<file path="src/rtl/commit_controller.sv">
// In-order commit sequencer: retires the ROB head into the register file, holds
// stores until the memory port accepts them, and sequences mispredict flushes.
module commit_controller #(
   parameter int DATA_W       = 32,
   parameter int REG_W        = 5,
   parameter int TAG_W        = 4,
   parameter int FLUSH_CYCLES = 2,
   parameter int CNT_W        = 32
) (
   input  logic              clk,
   input  logic              reset,
   input  logic              head_valid,
   input  logic              head_ready,
   input  logic [TAG_W-1:0]  head_tag,
   input  logic              head_has_rd,
   input  logic [REG_W-1:0]  head_rd,
   input  logic [DATA_W-1:0] head_value,
   input  logic              head_is_store,
   input  logic [DATA_W-1:0] head_addr,
   input  logic              head_mispredict,
   input  logic [DATA_W-1:0] head_target,
   input  logic              mem_ack,
   output logic              rob_decrement,
   output logic              rf_we,
   output logic [REG_W-1:0]  rf_rd,
   output logic [DATA_W-1:0] rf_value,
   output logic [TAG_W-1:0]  rf_tag,
   output logic              mem_req,
   output logic [DATA_W-1:0] mem_addr,
   output logic [DATA_W-1:0] mem_wdata,
   output logic              flush,
   output logic [DATA_W-1:0] redirect_pc,
   output logic [CNT_W-1:0]  retired_count
);

   localparam int FC_W = $clog2(FLUSH_CYCLES + 1);

   typedef enum logic [1:0] {RUN, STORE_WAIT, FLUSH} state_t;

   state_t          state;
   logic [FC_W-1:0] flush_cnt;
   logic            go;

   // Retire strobes are Mealy so a ready non-store head leaves in the same cycle.
   always_comb begin
      go            = head_valid & head_ready;
      rob_decrement = 1'b0;
      rf_we         = 1'b0;
      if (!reset) begin
         case (state)
            RUN: begin
               rob_decrement = go & ~head_is_store;
               rf_we         = go & ~head_is_store & head_has_rd;
            end
            STORE_WAIT: rob_decrement = mem_ack;
            default: begin
               rob_decrement = 1'b0;
               rf_we         = 1'b0;
            end
         endcase
      end
      rf_rd    = rf_we ? head_rd    : '0;
      rf_value = rf_we ? head_value : '0;
      rf_tag   = rf_we ? head_tag   : '0;
   end

   // mem_req and flush are registered alongside the state so they never see head inputs.
   always_ff @(posedge clk) begin
      if (reset) begin
         state         <= RUN;
         mem_req       <= 1'b0;
         flush         <= 1'b0;
         mem_addr      <= '0;
         mem_wdata     <= '0;
         redirect_pc   <= '0;
         retired_count <= '0;
         flush_cnt     <= '0;
      end else begin
         if (rob_decrement) retired_count <= retired_count + CNT_W'(1);
         case (state)
            RUN: begin
               if (go && head_is_store) begin
                  mem_addr  <= head_addr;
                  mem_wdata <= head_value;
                  mem_req   <= 1'b1;
                  state     <= STORE_WAIT;
               end else if (go && head_mispredict) begin
                  redirect_pc <= head_target;
                  flush_cnt   <= FC_W'(FLUSH_CYCLES);
                  flush       <= 1'b1;
                  state       <= FLUSH;
               end
            end
            STORE_WAIT: begin
               if (mem_ack) begin
                  mem_req <= 1'b0;
                  state   <= RUN;
               end
            end
            FLUSH: begin
               if (flush_cnt == FC_W'(1)) begin
                  flush <= 1'b0;
                  state <= RUN;
               end else begin
                  flush_cnt <= flush_cnt - FC_W'(1);
               end
            end
            default: state <= RUN;
         endcase
      end
   end

endmodule

</file>
<file path="config.mk">
export PLATFORM = sky130hd
export DESIGN_NAME = commit_controller
export DESIGN_NICKNAME = d
export VERILOG_FILES = /design/src/rtl/commit_controller.sv
export SDC_FILE = /design/constraint.sdc
export NUM_CORES = 1
export LEC_CHECK = 0
export ABC_CLOCK_PERIOD_IN_PS = 2009
export BUFFER_PORTS_ARGS = -buffer_cell sky130_fd_sc_hd__buf_2
export CAP_MARGIN = 15
export CORE_MARGIN = 5
export CORE_UTILIZATION = 41
export DETAILED_ROUTE_END_ITERATION = 8
export GPL_ROUTABILITY_DRIVEN = 0
export PLACE_DENSITY = 0.86
export SLEW_MARGIN = 20
export SYNTH_ARGS = -nofsm -noshare
export SYNTH_HDL_FRONTEND = slang
export SYNTH_SLANG_ARGS = --single-unit
</file>
<file path="constraint.sdc">
create_clock -name clk -period 2.01 [get_ports clk]
set_input_delay 0.1005 -clock clk [delete_from_list [all_inputs] [get_ports clk]]
set_output_delay 0.1005 -clock clk [all_outputs]
set_load 0.01 [all_outputs]
</file>
==> results.cfg, run 1 <==
[setup_path]
critPathMostFrequentCell = buf_6
worstPathArrival_ns = 1.96
cp_cell_sequence = buf_6 > and4bb_2 > nor4bb_4 > buf_6 > buf_8 > and2_4 > buf_6
reg2regPathDepth = 5
crit_family = simple AND/OR/NAND/NOR gates
crit_cells = 7
critPathBufInv = 4
worstPathMaxFanout = 8
required_ns = 1.91
path_class = reg2out
crit_slowest_cell = dfxtp_2
end_kind = output port
critPathMaxStageDelay_ns = 0.32
crit_path_start_kind = register

[route]
wirelength_um = 22600
drc = 0
avgViaCountPerCell = 5.31
ant_nets = 0
wl_per_cell_um = 17.8
drt-initial-drc-count = 514
vias = 6762
dr.pass1.iters = 5

[timing]
rsz0062_at_grt = true
fin_hold_ws_ns = 0.239
finClkSkew_ns = 0.0101
timing.final.max_slew_violations = 0
hold_violations = 0
max_freq_mhz = 486
period_share = 1.02
min_period_ns = 2.06
tightest_slew_ns = 0.700
setup_violations = 42
slew_headroom = 0.533
worst_slack_ns = -0.0497

[yosys]
synthDistinctLibCells = 42
synth_cells = 686
synth-seq-cells = 134
dominantRegCellSynth = dfxtp_1
yosysWarnings = 0
synth_nets = 801
synth_area_per_cell_sq_um = 7.98
seq_area_frac_synth = 0.490
synthesis.area_sq_mm = 0.00547
synth-edff-count = 0
synthArstFlopShare = 0

[global_route]
grt.total_usage = 0.264
grt_max_degree = 142
grt_pass1_wl_um = 33800
grt_overflow = 0
antenna_found_initial = 2
grt_pass1_vias = 6589

[final_layout]
syn_to_final_growth_pct = 70.8
drive_above_1_share = 0.396
layout.nets = 1197
area.sequential_sq_mm = 0.00269
n_fill_cell = 900
multi_input_area_sq_mm = 0.00277
final_cells = 1273

[clock_tree]
tritoncts = yes
clockRootBuffer = clkbuf_16
clk_latency_ns = 0.42
numCtsBuffers = 17
htree_num_levels = 4
cts.sinks = 134
clkSlewWorstSetupHoldPaths_ns = 0.06
cts_buffer_depth = 2

[die]
die_area_sq_mm = 0.0158
die_width_um = 126
die_h_um = 126
io_pins = 286
core_sq_mm = 0.0132
start_util = 0.415
num_rows = 42

[placement]
preCtsSetupSlack_ns = 0.0481
placedCellCount = 1132
port_buffers = 285
dp_hpwl_um = 12400

[flow_run]
maxCapViolations = 0

[power_and_ir_drop]
ir_drop_v = 0.000632
power_density_mw_per_mm2 = 688
p_leak_nw = 4.16

[hold_path]
whs_path_depth = 5
hold_path.class = in2reg

[run_status]
status = complete, but fails checks
failed_checks = negative setup slack
## synthesized netlist by cell type, drive strengths merged (5+ instances only)
| library cell | count | area [sq um] |
|---|---|---|
| a21oi | 122 | 611 |
| and2 | 44 | 275 |
| and3 | 5 | 31.3 |
| buf | 6 | 33.8 |
| clkbuf | 41 | 154 |
| dfxtp | 134 | 2680 |
| mux2 | 6 | 67.6 |
| nand2 | 209 | 785 |
| nand3 | 11 | 55.1 |
| nand4 | 8 | 56.3 |
| nor2 | 17 | 63.8 |
| nor2b | 7 | 43.8 |
| o21ai | 6 | 30.0 |
| o31ai | 12 | 90.1 |
| or3 | 6 | 37.5 |
| or4 | 13 | 97.6 |
## cell families after synthesis
kind of cell    share of synthesized area
compound gates                      0.147
simple gates                        0.301
xor+xnor                          0.00800
mux                                0.0123
buf+inv                            0.0370
flops                               0.490
fa+ha+maj                         0.00457
## stage by stage
| step | util | power (mW) | cell area, sq um | TNS, ns |
|---|---|---|---|---|
| 6_report | 0.709 | 6.43 | 9350 | -1.23 |
| 5_1_grt | 0.709 | 6.67 | 9350 | -5.58 |
| 4_1_cts | 0.687 | 6.42 | 9060 | -1.10 |
| 3_5_place_dp | 0.550 | 3.29 | 7250 | 0 |
| 3_3_place_gp | 0.550 | 3.28 | 7250 | 0 |
| 2_1_floorplan | - | 3.02 | 5480 | 0 |
## worst min-delay path, stage by stage
cell	delay [ns]
buf_2	0.13
nand4bb_4	0.12
a211oi_1	0.10
xnor2_1	0.13
nor2_1	0.03
## layout make-up
type / count / area share
timing repair buffer: 424 / 0.331
antenna: 3 / 0.000803
multi-input combinational: 501 / 0.296
sequential: 134 / 0.288
clock buffer: 21 / 0.0482
tap: 176 / 0.0236
inverter: 4 / 0.00161
clock inverter: 10 / 0.0114
## state kept, by name (all words and copies together), names as in the netlist
signal / flops
retired_count: 32
mem_addr: 32
redirect_pc: 32
flush_cnt: 2
mem_req: 1
mem_wdata: 32
state: 2
flush: 1
## what timing repair did
item,4_1_cts,5_1_grt
buffers inserted,4,2
pin swaps,19,31
hold buffers,97,0
gates cloned,3,1
hold endpoints to repair,97,0
resized for setup,58,61
setup endpoints to repair,42,58
## power by group
| group | internal (mW) | switching [mW] | leakage [nW] |
|---|---|---|---|
| clock network | 1.84 | 1.14 | 0.276 |
| registers | 2.72 | 0.0377 | 1.09 |
| logic | 0.355 | 0.339 | 2.79 |
| total | 4.92 | 1.51 | 4.16 |
## worst paths after layout
kind | slack (ns) | from | to
setup / recovery | -0.05 | state[0] | rf_value[16]
hold / removal | 0.24 | head_valid | retired_count[2]
setup reg to reg | -0.03 | state[0] | retired_count[20]
hold reg to reg | 0.45 | mem_addr[23] | mem_addr[23]
## layout by cell type, fill, tap and decap left out, types with 3 or more instances in the layout
| cell | instances |
|---|---|
| nand3_1 | 11 |
| diode_2 | 3 |
| a21oi_2 | 7 |
| mux2_2 | 3 |
| or4_4 | 4 |
| a211oi_1 | 3 |
| buf_4 | 32 |
| or4_1 | 9 |
| nand4_1 | 7 |
| and2_1 | 3 |
| or3_1 | 4 |
| clkinv_2 | 6 |
| dfxtp_2 | 7 |
| dfxtp_1 | 127 |
| inv_1 | 4 |
| or3b_2 | 3 |
| o31ai_1 | 12 |
| buf_2 | 242 |
| a21oi_1 | 115 |
| nor2b_1 | 7 |
| o21ai_0 | 6 |
| clkbuf_1 | 3 |
| nand2_1 | 208 |
| xnor2_1 | 4 |
| mux2_1 | 3 |
| buf_6 | 45 |
| buf_12 | 4 |
| and2_4 | 40 |
| dlygate4sd3_1 | 97 |
| and3_1 | 5 |
| nand3b_1 | 3 |
| clkbuf_16 | 18 |
| nor2_1 | 17 |
## routing by layer
metal	GRT usage	vias up	routed length (um)
met5	0	-	0
met4	0.152	0	1290
met3	0.0853	94	2180
met2	0.447	425	11200
met1	0.290	3130	7950
li1	-	3113	-
(Power assumes the default switching activity.)
==> run 2, diff against run 1 <==
Settings changed: RECOVER_POWER set to 100.
==> run 2 against run 1 <==
  * The run still ends with negative setup slack left
  * Critical path depth unchanged
  * Non-clock buffer count stayed put
  * Fmax barely moved
  * First-iteration DRC count is 13% lower
  * Clock power hardly changed
  * Flip-flop and latch count did not move
  * Hold slack is essentially flat
  * Final cell count unchanged
  * Routed wire length is 0.19% lower
  * Power barely moved
  * Register-to-register slack barely moved
  * Critical endpoint is now rf_value[4]
  * Largest power group unchanged
  * Highest routed layer unchanged
==> results.cfg, run 2 (synthesis gave the netlist of run 1 again) <==
[setup_path]
crit_path_start_kind = register
worstPathArrival_ns = 1.96
reg2regPathDepth = 5
crit_start = state[0]
cp-endpoint = rf_value[4]
critPathMaxStageDelay_ns = 0.32
crit_slowest_cell = dfxtp_2
critPathMostFrequentCell = buf_6
rrSetupSlack_ns = -0.02
path_class = reg2out
required_ns = 1.91
end_kind = output port
cp_cell_sequence = buf_6 > and4bb_2 > nor4bb_4 > buf_6 > clkbuf_16 > and2_4 > buf_6
r2r-start = state[0]
regToRegEndpoint = retired_count[20]
worstPathMaxFanout = 7

[power_and_ir_drop]
power_density_mw_per_mm2 = 700
internal_power_mw = 4.90
swShare = 0.237
p_leak_nw = 3.61
p_switching_mw = 1.52
p_seq_frac = 0.430
pwr-share-comb = 0.105
clkPwrFrac = 0.465
finalPower_mw = 6.42
ir_drop_v = 0.000666

[clock_tree]
tritoncts = yes
htree_num_levels = 4
cts_buffer_depth = 2
clk_latency_ns = 0.42
cts.sinks = 134
clkSlewWorstSetupHoldPaths_ns = 0.06
numCtsBuffers = 17
clockRootBuffer = clkbuf_16

[die]
die_h_um = 126
core_sq_mm = 0.0132
die_width_um = 126
io_pins = 286
die_area_sq_mm = 0.0158
start_util = 0.415
num_rows = 42

[route]
dr.pass1.iters = 6
drt-initial-drc-count = 447
routed.top_layer = met4
avgViaCountPerCell = 5.33
vias = 6787
wl_met3_um = 2270
drc = 0
wirelength_um = 22600
met1_length_um = 7950
ant_nets = 0
wl_per_cell_um = 17.7
routed-wl-met2_um = 11100

[timing]
rsz0062_at_grt = true
period_share = 1.03
max_freq_mhz = 485
hold_violations = 0
finClkSkew_ns = 0.00976
tightest_slew_ns = 0.677
slew_headroom = 0.548
worst_slack_ns = -0.0507
min_period_ns = 2.06
timing.final.max_slew_violations = 0
setup_violations = 44

[final_layout]
syn_to_final_growth_pct = 67.6
final_cells = 1273
final_cell_mix = 208 x nand2_1, 131 x clkbuf_1, 129 x dfxtp_1
layout.nets = 1197
final_common_cell = nand2_1
drive_above_1_share = 0.277

[hold_path]
hold_path.class = in2reg
min_from = head_mispredict

[global_route]
grt.total_usage = 0.264
grt_overflow = 0
antenna_found_initial = 2
grt_max_degree = 142
grt_pass1_wl_um = 33800
grt_pass1_vias = 6589

[run_status]
failed_checks = negative setup slack
status = complete, but fails checks

[flow_run]
maxCapViolations = 0

[placement]
port_buffers = 285
dp_hpwl_um = 12400
placedCellCount = 1132
==> run 2: changes by cell type in the layout (fill, tap and decap cells not counted), sizes merged <==
cell,before,now
clkbuf,22,150
buf,326,198
==> run 2: cell type report <==
cell class / count / area, sq um
fillers: 992 / 4010
repair buffers: 424 / 2920
multi-input cells: 501 / 2770
flip-flops and latches: 134 / 2690
clock buffers: 21 / 450
well taps: 176 / 220
clock inverters: 10 / 106
inverters: 4 / 15.0
diodes: 3 / 7.51
==> run 2: worst min path at each step <==
stage                                    to  slack, ns  cells after the start
after global routing      retired_count[17]       0.25                      5
after detailed placement       mem_addr[28]       0.35                      3
final                                 flush       0.24                      4
after floorplan                 mem_addr[0]       0.24                      2
after global placement         mem_addr[14]       0.34                      3
after CTS                  retired_count[2]       0.20                      5
==> run 2: layer usage <==
metal	track usage	vias up
li1	-	3115
met2	0.447	459
met4	0.152	0
met1	0.290	3113
met3	0.0853	100
met5	0	-
==> run 2: power groups by stage <==
stage	Clock [mW]	Sequential, mW	Combinational, mW
2_1_floorplan	0	2.84	0.186
3_3_place_gp	0	2.81	0.469
3_5_place_dp	0	2.81	0.477
4_1_cts	3.03	2.75	0.643
5_1_grt	3.17	2.77	0.724
6_report	2.99	2.76	0.677
==> run 2: through the flow <==
stage / worst slack (ns) / TNS [ns] / hold WS (ns) / cell area [sq um] / utilization
2_1_floorplan: 0.0177 / 0 / 0.236 / 5480 / -
3_3_place_gp: 0.0791 / 0 / 0.339 / 7250 / 0.550
3_5_place_dp: 0.0481 / 0 / 0.347 / 7250 / 0.550
4_1_cts: -0.0417 / -1.10 / 0.198 / 9060 / 0.687
5_1_grt: -0.154 / -5.59 / 0.246 / 9170 / 0.696
6_report: -0.0507 / -1.26 / 0.239 / 9180 / 0.696
==> run 2: critical path: cells and delay by family, from the launching register on <==
kind,cells,cell delay (ns)
buffers and inverters,4,0.56
flip-flops,1,0.32
AND/OR/NAND/NOR,3,0.65
==> run 2: what timing repair did <==
action                     4_1_cts  5_1_grt
hold endpoints to repair        97        0
buffers inserted                 4        2
hold buffers                    97        0
gates cloned                     3        1
gates resized for setup         58       61
setup endpoints to repair       42       58
pin swaps                       19       31
